`config.mk`:
```
export PLATFORM = sky130hd
export DESIGN_NAME = trap_nest_ctrl_flat
export DESIGN_NICKNAME = d
export VERILOG_FILES = /design/src/rtl/trap_nest_ctrl_if.sv /design/src/rtl/trap_nest_ctrl.sv /design/src/flat_wrapper.sv
export SDC_FILE = /design/constraint.sdc
export NUM_CORES = 1
export LEC_CHECK = 0
export CELL_PAD_IN_SITES_DETAIL_PLACEMENT = 1
export CELL_PAD_IN_SITES_GLOBAL_PLACEMENT = 1
export CORE_ASPECT_RATIO = 2
export CORE_MARGIN = 10
export CORE_UTILIZATION = 29
export CTS_CLUSTER_DIAMETER = 150
export DETAILED_ROUTE_END_ITERATION = 12
export GPL_TIMING_DRIVEN = 0
export PLACE_DENSITY = 0.84
export SYNTH_ARGS = -nofsm -noshare
export SYNTH_HDL_FRONTEND = slang
export SYNTH_SLANG_ARGS = --single-unit
export TNS_END_PERCENT = 1
```
`constraint.sdc`:
```
create_clock -name i_clk -period 1.8 [get_ports i_clk]
set_clock_uncertainty 0.1 [all_clocks]
set_input_delay 0.36 -clock i_clk [delete_from_list [all_inputs] [get_ports i_clk]]
set_output_delay 0.36 -clock i_clk [all_outputs]
set_load 0.02 [all_outputs]
```
`src/rtl/trap_nest_ctrl_if.sv`:
```
// Trap controller bus: exception/interrupt/mret/MIE inputs from the core and
// CSR file, plus the trap state reported back. The controller takes the
// slave modport; the core-side driver takes the master modport.
interface trap_nest_ctrl_if #(
  parameter int NUM_IRQ    = 4,
  parameter int NEST_DEPTH = 2
);
  localparam int DW = $clog2(NEST_DEPTH + 1);

  logic               i_exc_req;
  logic [3:0]         i_exc_cause;
  logic [NUM_IRQ-1:0] i_irq_pending;
  logic [NUM_IRQ-1:0] i_irq_enable;
  logic               i_mret;
  logic               i_mie_wr;
  logic               i_mie_wdata;
  logic               o_trap_mode;
  logic               o_flush;
  logic               o_trap_take;
  logic [4:0]         o_cause;
  logic               o_is_irq;
  logic               o_mie;
  logic [DW-1:0]      o_depth;
  logic               o_halt;

  modport master (
    output i_exc_req, i_exc_cause, i_irq_pending, i_irq_enable,
           i_mret, i_mie_wr, i_mie_wdata,
    input  o_trap_mode, o_flush, o_trap_take, o_cause, o_is_irq,
           o_mie, o_depth, o_halt
  );

  modport slave (
    input  i_exc_req, i_exc_cause, i_irq_pending, i_irq_enable,
           i_mret, i_mie_wr, i_mie_wdata,
    output o_trap_mode, o_flush, o_trap_take, o_cause, o_is_irq,
           o_mie, o_depth, o_halt
  );
endinterface

```
`src/rtl/trap_nest_ctrl.sv`:
```
// Machine-mode trap controller with nesting: prioritised exception/interrupt
// selection, timed flush before entry, nesting-depth counter and a stack of
// saved MIE bits that mret unwinds.
// Optional feature macro: TRAP_DOUBLE_FAULT_HALT_EN -- when defined, an
// exception at full nesting depth halts the core (o_halt, flush held) until
// reset; otherwise it is taken with depth saturated and the stack untouched.
module trap_nest_ctrl #(
  parameter int NUM_IRQ      = 4,
  parameter int NEST_DEPTH   = 2,
  parameter int FLUSH_CYCLES = 2
) (
  input logic            i_clk,
  input logic            i_rst,
  trap_nest_ctrl_if.slave bus
);
  localparam int DW = $clog2(NEST_DEPTH + 1);
  localparam int CW = $clog2(FLUSH_CYCLES + 1);
  localparam logic [DW-1:0] MAX_DEPTH  = DW'(NEST_DEPTH);
  localparam logic [CW-1:0] FLUSH_LOAD = CW'(FLUSH_CYCLES);

  typedef enum logic [1:0] {RUN, FLUSH, ENTER, HALT} state_t;

  state_t                state_q, state_d;
  logic [CW-1:0]         cnt_q, cnt_d;
  logic [4:0]            cause_q, cause_d;
  logic                  is_irq_q, is_irq_d;
  logic                  mie_q, mie_d;
  logic [DW-1:0]         depth_q, depth_d;
  logic [NEST_DEPTH-1:0] stack_q, stack_d;
  logic                  flush_q, flush_d;
  logic                  take_q, take_d;
  logic                  mode_q, mode_d;
  logic                  halt_q, halt_d;

  logic [NUM_IRQ-1:0]    irq_elig;
  logic                  irq_any;
  logic [4:0]            irq_idx;
  logic                  pop_bit;
  logic                  room;

  // Interrupts only compete while MIE is set and another nesting level is free.
  assign room = (depth_q < MAX_DEPTH);

  generate
    for (genvar gi = 0; gi < NUM_IRQ; gi++) begin : g_elig
      assign irq_elig[gi] = bus.i_irq_pending[gi] & bus.i_irq_enable[gi] & mie_q & room;
    end
  endgenerate

  // Lowest eligible interrupt index wins; stack top is the entry below depth.
  always_comb begin
    irq_any = |irq_elig;
    irq_idx = 5'd0;
    for (int i = NUM_IRQ - 1; i >= 0; i--) begin
      if (irq_elig[i]) irq_idx = 5'(i);
    end
    pop_bit = 1'b0;
    for (int i = 0; i < NEST_DEPTH; i++) begin
      if (depth_q == DW'(i + 1)) pop_bit = stack_q[i];
    end
  end

  // Next-state logic: acceptance beats mret, which beats an MIE write.
  always_comb begin
    state_d  = state_q;
    cnt_d    = cnt_q;
    cause_d  = cause_q;
    is_irq_d = is_irq_q;
    mie_d    = mie_q;
    depth_d  = depth_q;
    stack_d  = stack_q;
    halt_d   = halt_q;
    case (state_q)
      RUN: begin
        if (bus.i_exc_req) begin
          state_d  = FLUSH;
          cnt_d    = FLUSH_LOAD;
          cause_d  = {1'b0, bus.i_exc_cause};
          is_irq_d = 1'b0;
        end else if (irq_any) begin
          state_d  = FLUSH;
          cnt_d    = FLUSH_LOAD;
          cause_d  = irq_idx;
          is_irq_d = 1'b1;
        end else if (bus.i_mret && depth_q != '0) begin
          mie_d   = pop_bit;
          depth_d = depth_q - 1'b1;
        end else if (bus.i_mie_wr) begin
          mie_d = bus.i_mie_wdata;
        end
      end
      FLUSH: begin
        if (cnt_q == CW'(1)) begin
`ifdef TRAP_DOUBLE_FAULT_HALT_EN
          // Only an exception can be accepted at full depth, so this is a double fault.
          if (depth_q == MAX_DEPTH) begin
            state_d = HALT;
            halt_d  = 1'b1;
          end else begin
            state_d = ENTER;
          end
`else
          state_d = ENTER;
`endif
        end else begin
          cnt_d = cnt_q - 1'b1;
        end
      end
      ENTER: begin
        state_d = RUN;
        mie_d   = 1'b0;
        // At full depth the stack top is preserved and depth saturates.
        if (depth_q != MAX_DEPTH) begin
          for (int i = 0; i < NEST_DEPTH; i++) begin
            if (depth_q == DW'(i)) stack_d[i] = mie_q;
          end
          depth_d = depth_q + 1'b1;
        end
      end
      HALT: begin
        state_d = HALT;
      end
      default: begin
        state_d = RUN;
      end
    endcase
    flush_d = (state_d == FLUSH) || (state_d == HALT);
    take_d  = (state_d == ENTER);
    mode_d  = (depth_d != '0);
  end

  // State and output registers with synchronous reset.
  always_ff @(posedge i_clk) begin
    if (i_rst) begin
      state_q  <= RUN;
      cnt_q    <= '0;
      cause_q  <= '0;
      is_irq_q <= 1'b0;
      mie_q    <= 1'b0;
      depth_q  <= '0;
      stack_q  <= '0;
      flush_q  <= 1'b0;
      take_q   <= 1'b0;
      mode_q   <= 1'b0;
      halt_q   <= 1'b0;
    end else begin
      state_q  <= state_d;
      cnt_q    <= cnt_d;
      cause_q  <= cause_d;
      is_irq_q <= is_irq_d;
      mie_q    <= mie_d;
      depth_q  <= depth_d;
      stack_q  <= stack_d;
      flush_q  <= flush_d;
      take_q   <= take_d;
      mode_q   <= mode_d;
      halt_q   <= halt_d;
    end
  end

  assign bus.o_trap_mode = mode_q;
  assign bus.o_flush     = flush_q;
  assign bus.o_trap_take = take_q;
  assign bus.o_cause     = cause_q;
  assign bus.o_is_irq    = is_irq_q;
  assign bus.o_mie       = mie_q;
  assign bus.o_depth     = depth_q;
`ifdef TRAP_DOUBLE_FAULT_HALT_EN
  assign bus.o_halt      = halt_q;
`else
  assign bus.o_halt      = 1'b0;
`endif
endmodule

```
`src/flat_wrapper.sv`:
```
// flat-port wrapper written by rule: the top's interface ports become plain ports
module trap_nest_ctrl_flat 
#(
  parameter int NUM_IRQ      = 4,
  parameter int NEST_DEPTH   = 2,
  parameter int FLUSH_CYCLES = 2
)
  (i_clk, i_rst, bus_i_exc_req, bus_i_exc_cause, bus_i_irq_pending, bus_i_irq_enable, bus_i_mret, bus_i_mie_wr, bus_i_mie_wdata, bus_o_trap_mode, bus_o_flush, bus_o_trap_take, bus_o_cause, bus_o_is_irq, bus_o_mie, bus_o_depth, bus_o_halt);
  trap_nest_ctrl_if #(.NUM_IRQ(NUM_IRQ), .NEST_DEPTH(NEST_DEPTH)) bus_i ();
  input logic i_clk;
  input logic i_rst;
  input wire logic [$bits(bus_i.i_exc_req)-1:0] bus_i_exc_req;
  input wire logic [$bits(bus_i.i_exc_cause)-1:0] bus_i_exc_cause;
  input wire logic [$bits(bus_i.i_irq_pending)-1:0] bus_i_irq_pending;
  input wire logic [$bits(bus_i.i_irq_enable)-1:0] bus_i_irq_enable;
  input wire logic [$bits(bus_i.i_mret)-1:0] bus_i_mret;
  input wire logic [$bits(bus_i.i_mie_wr)-1:0] bus_i_mie_wr;
  input wire logic [$bits(bus_i.i_mie_wdata)-1:0] bus_i_mie_wdata;
  output wire logic [$bits(bus_i.o_trap_mode)-1:0] bus_o_trap_mode;
  output wire logic [$bits(bus_i.o_flush)-1:0] bus_o_flush;
  output wire logic [$bits(bus_i.o_trap_take)-1:0] bus_o_trap_take;
  output wire logic [$bits(bus_i.o_cause)-1:0] bus_o_cause;
  output wire logic [$bits(bus_i.o_is_irq)-1:0] bus_o_is_irq;
  output wire logic [$bits(bus_i.o_mie)-1:0] bus_o_mie;
  output wire logic [$bits(bus_i.o_depth)-1:0] bus_o_depth;
  output wire logic [$bits(bus_i.o_halt)-1:0] bus_o_halt;
  assign bus_i.i_exc_req = bus_i_exc_req;
  assign bus_i.i_exc_cause = bus_i_exc_cause;
  assign bus_i.i_irq_pending = bus_i_irq_pending;
  assign bus_i.i_irq_enable = bus_i_irq_enable;
  assign bus_i.i_mret = bus_i_mret;
  assign bus_i.i_mie_wr = bus_i_mie_wr;
  assign bus_i.i_mie_wdata = bus_i_mie_wdata;
  assign bus_o_trap_mode = bus_i.o_trap_mode;
  assign bus_o_flush = bus_i.o_flush;
  assign bus_o_trap_take = bus_i.o_trap_take;
  assign bus_o_cause = bus_i.o_cause;
  assign bus_o_is_irq = bus_i.o_is_irq;
  assign bus_o_mie = bus_i.o_mie;
  assign bus_o_depth = bus_i.o_depth;
  assign bus_o_halt = bus_i.o_halt;
  trap_nest_ctrl #(.NUM_IRQ(NUM_IRQ), .NEST_DEPTH(NEST_DEPTH), .FLUSH_CYCLES(FLUSH_CYCLES)) u_core (.i_clk(i_clk), .i_rst(i_rst), .bus(bus_i));
endmodule
```
==> impl_metrics.tcl <==
set metrics [dict create \
    rsz0062_at_grt "yes" \
    dpl_worst_slack_ns -0.316 \
    synth_mux_area_share_pct 2.12 \
    startpoint_type "input pin" \
    nNetsFinal 169 \
    clk_path_buf_depth 2 \
    fp.dieW_um 60.4 \
    setup_viol 0 \
    peakVddDrop_mv 0.529 \
    crit_type "input pin to register" \
    leakagePower_uw 0.000586 \
    grt_pass1_vias 1065 \
    grt_usage_pct 10.4 \
    min_period_ns 1.79 \
    clock.fmax_mhz 558 \
    cts_sinks 17 \
    layout_commonest_cell "clkdlybuf4s50_1" \
    drcViolationCount 0 \
    cpMaxStageDelayCell "clkdlybuf4s50_1" \
    crit_path_max_incr_delay_ns 0.47 \
    rows 29 \
    final_antenna_net_count 0 \
    cp_max_fo 7 \
    netlist_area_um2 945 \
    htreeDepth 1 \
    cts_buffers 3 \
    final_cell_mix "clkdlybuf4s50_1 (22), dfxtp_1 (15), nor2_1 (12)" \
    powerDensity_mw_per_mm2 656 \
    crit_chain "clkdlybuf4s50_1 > nand2_1 > a31oi_4 > nor2_2 > a311oi_4 > a21oi_1" \
    setup-tns-final_ns 0 \
    synth_xor_area_share_pct 0 \
    routed_wirelength_mm 3.24 \
    synth_compound_area_share_pct 26.4 \
    antenna_found_initial 0 \
    avgSynthCellArea_um2 9.00 \
    crit_arrival_ns 1.82 \
    synth.distinct_cells 34 \
    drt-initial-drc-count 12 \
    cts_root_buf "clkbuf_8" \
    grt_pass1_wl_mm 4.95 \
    place_area_mm2 0.00127 \
    crit_buf_inv 1 \
    gp_congestion 0.812 \
    drive_gt1_share_pct 24.1 \
    tightest_slew_ns 0.512 \
    die_h_um 101 \
    rrSetupSlack_ns 0.007 \
    hp-class "register to register" \
    required_ns 1.83 \
    hold_viol 0 \
    synth_fa_ha_area_share_pct 6.62 \
    boundaryPins 31 \
    synth_top_family_by_area "compound AO/OA/AOI/OAI gates" \
    cts_tree "built" \
    coreArea_mm2 0.00316 \
    post_drt_via_cell_ratio 5.37 \
    syn_inst 105 \
    synth-seq-cells 17 \
    slew_headroom_pct 65.8 \
    wl_per_cell_um 18.4 \
    fin_area_mm2 0.00144 \
    crit_family "compound AO/OA/AOI/OAI gates" \
    ys_seq_area_share_pct 36.0 \
    clk_latency_ns 0.26 \
    status "finished, final reports clean" \
    hold_buffers 0 \
    start_util_pct 29.9 \
    drv_cap 0 \
    gr-total-overflow 0 \
    fin_ws_ns 0.00653 \
    portBuffers 27 \
    synth_simple_gate_area_share_pct 22.8 \
    slew_violations 0 \
    vias 945 \
    dr.pass1.iters 4 \
    grt_max_degree 11 \
    path_clk_slew_ns 0.07 \
    fillCellCount 356 \
    yosysWarnings 0 \
    antenna_cells 0 \
    dpl.hpwl_mm 2.50 \
    end_kind "register" \
    fin_crit_sh_pct 99.6 \
    area_delta_synth_final_pct 52.3 \
    dieArea_mm2 0.00608 \
]
## where the power goes
group | leakage (uW) | switching [uW] | total, uW | internal (uW)
combinational | 0.000420 | 128 | 239 | 111
clock | 0.0000255 | 140 | 294 | 154
sequential | 0.000141 | 14.9 | 412 | 397
total | 0.000586 | 283 | 944 | 661
## worst register-to-register path: cells and delay by family, from the launching register on
family | cells | cell delay (ns)
and+or+nand+nor | 2 | 0.28
adders and majority gates | 1 | 0.17
buffers and inverters | 1 | 0.06
AOI/OAI and AO/OA | 3 | 0.65
DFF | 1 | 0.40
## metal layers
layer  share of wire, %  wire length [um]  track usage, %  up-vias
met5                  0                 0               0        -
met4                1.6                53            4.69        0
met3                3.8               122            2.65        4
met2                 60              1950            20.9       22
met1                 34              1110            8.57      467
li1                   -                 -               -      452
## Yosys cell counts, drive strengths merged
cell	count	area share [%]
a31oi	1	2.3
clkbuf	3	1.2
o211ai	2	1.6
and2	1	0.66
a21o	1	0.79
a22oi	1	2.3
o21ai	3	2.0
nor3b	1	2.0
nand2	8	3.2
a2111oi	3	4.1
buf	4	2.9
or2	1	0.66
a32oi	3	2.8
a311oi	1	1.6
o31ai	1	0.79
a221oi	2	1.9
and3	1	0.66
nor2b	4	2.6
nor3	5	2.6
a221o	1	1.1
a21oi	7	3.7
nand2b	4	2.6
inv	4	1.6
nor2	14	5.8
nor4b	2	1.9
dfxtp	17	36
ha	5	6.6
a211oi	2	1.6
mux2i	2	2.1
conb	1	0.40
## per-stage QoR
step,std cells,power (uW),hold WS (ns),utilization (%)
3_5_place_dp,164,647,0.395,40.2
3_3_place_gp,164,634,0.366,40.2
4_1_cts,170,947,0.410,42.5
5_1_grt,176,1000,0.429,45.6
6_report,176,944,0.401,45.6
2_1_floorplan,106,545,0.364,-
## area by class of cell
cell class | instances | area (um2) | area share (%)
plain buffers | 7 | 40.0 | 2.78
clock buffers | 3 | 41.3 | 2.87
clock inverters | 1 | 5.00 | 0.348
inverters | 4 | 22.5 | 1.57
multi-input cells | 78 | 604 | 42.0
flip-flops and latches | 17 | 348 | 24.2
well taps | 31 | 38.8 | 2.70
repair buffers | 35 | 339 | 23.6
## timing repair
item	CTS	global route
setup endpoints to repair	6	4
gates resized for setup	6	12
pin swaps	3	8
setup buffers	2	6
hold endpoints to repair	0	0
## sequential cells by signal, summed over array words and instances, names as in the netlist
name	count
u_core.bus.o_depth	2
u_core.stack_q	2
u_core.bus.o_mie	1
u_core.bus.o_cause	4
u_core.cnt_q	2
u_core.state_q	2
u_core.bus.o_trap_mode	1
u_core.bus.o_is_irq	1
u_core.bus.o_trap_take	1
u_core.bus.o_flush	1
## final timing paths
kind	start	end	depth (start not counted)
setup / recovery	bus_i_irq_enable[2]	u_core.bus.o_trap_mode	6
hold / removal	u_core.bus.o_cause[1]	u_core.bus.o_cause[1]	2
setup reg to reg	u_core.bus.o_depth[0]	u_core.bus.o_trap_mode	7
hold reg to reg	u_core.bus.o_cause[1]	u_core.bus.o_cause[1]	2
## logic make-up after synthesis
group | Yosys count
AO/OA/AOI/OAI | 28
multiplexers | 2
adder cells (fa/ha/maj) | 5
flip-flops | 17
buffers and inverters | 11
other | 1
AND/OR/NAND/NOR | 41
Power figures use the tool's default switching activity.
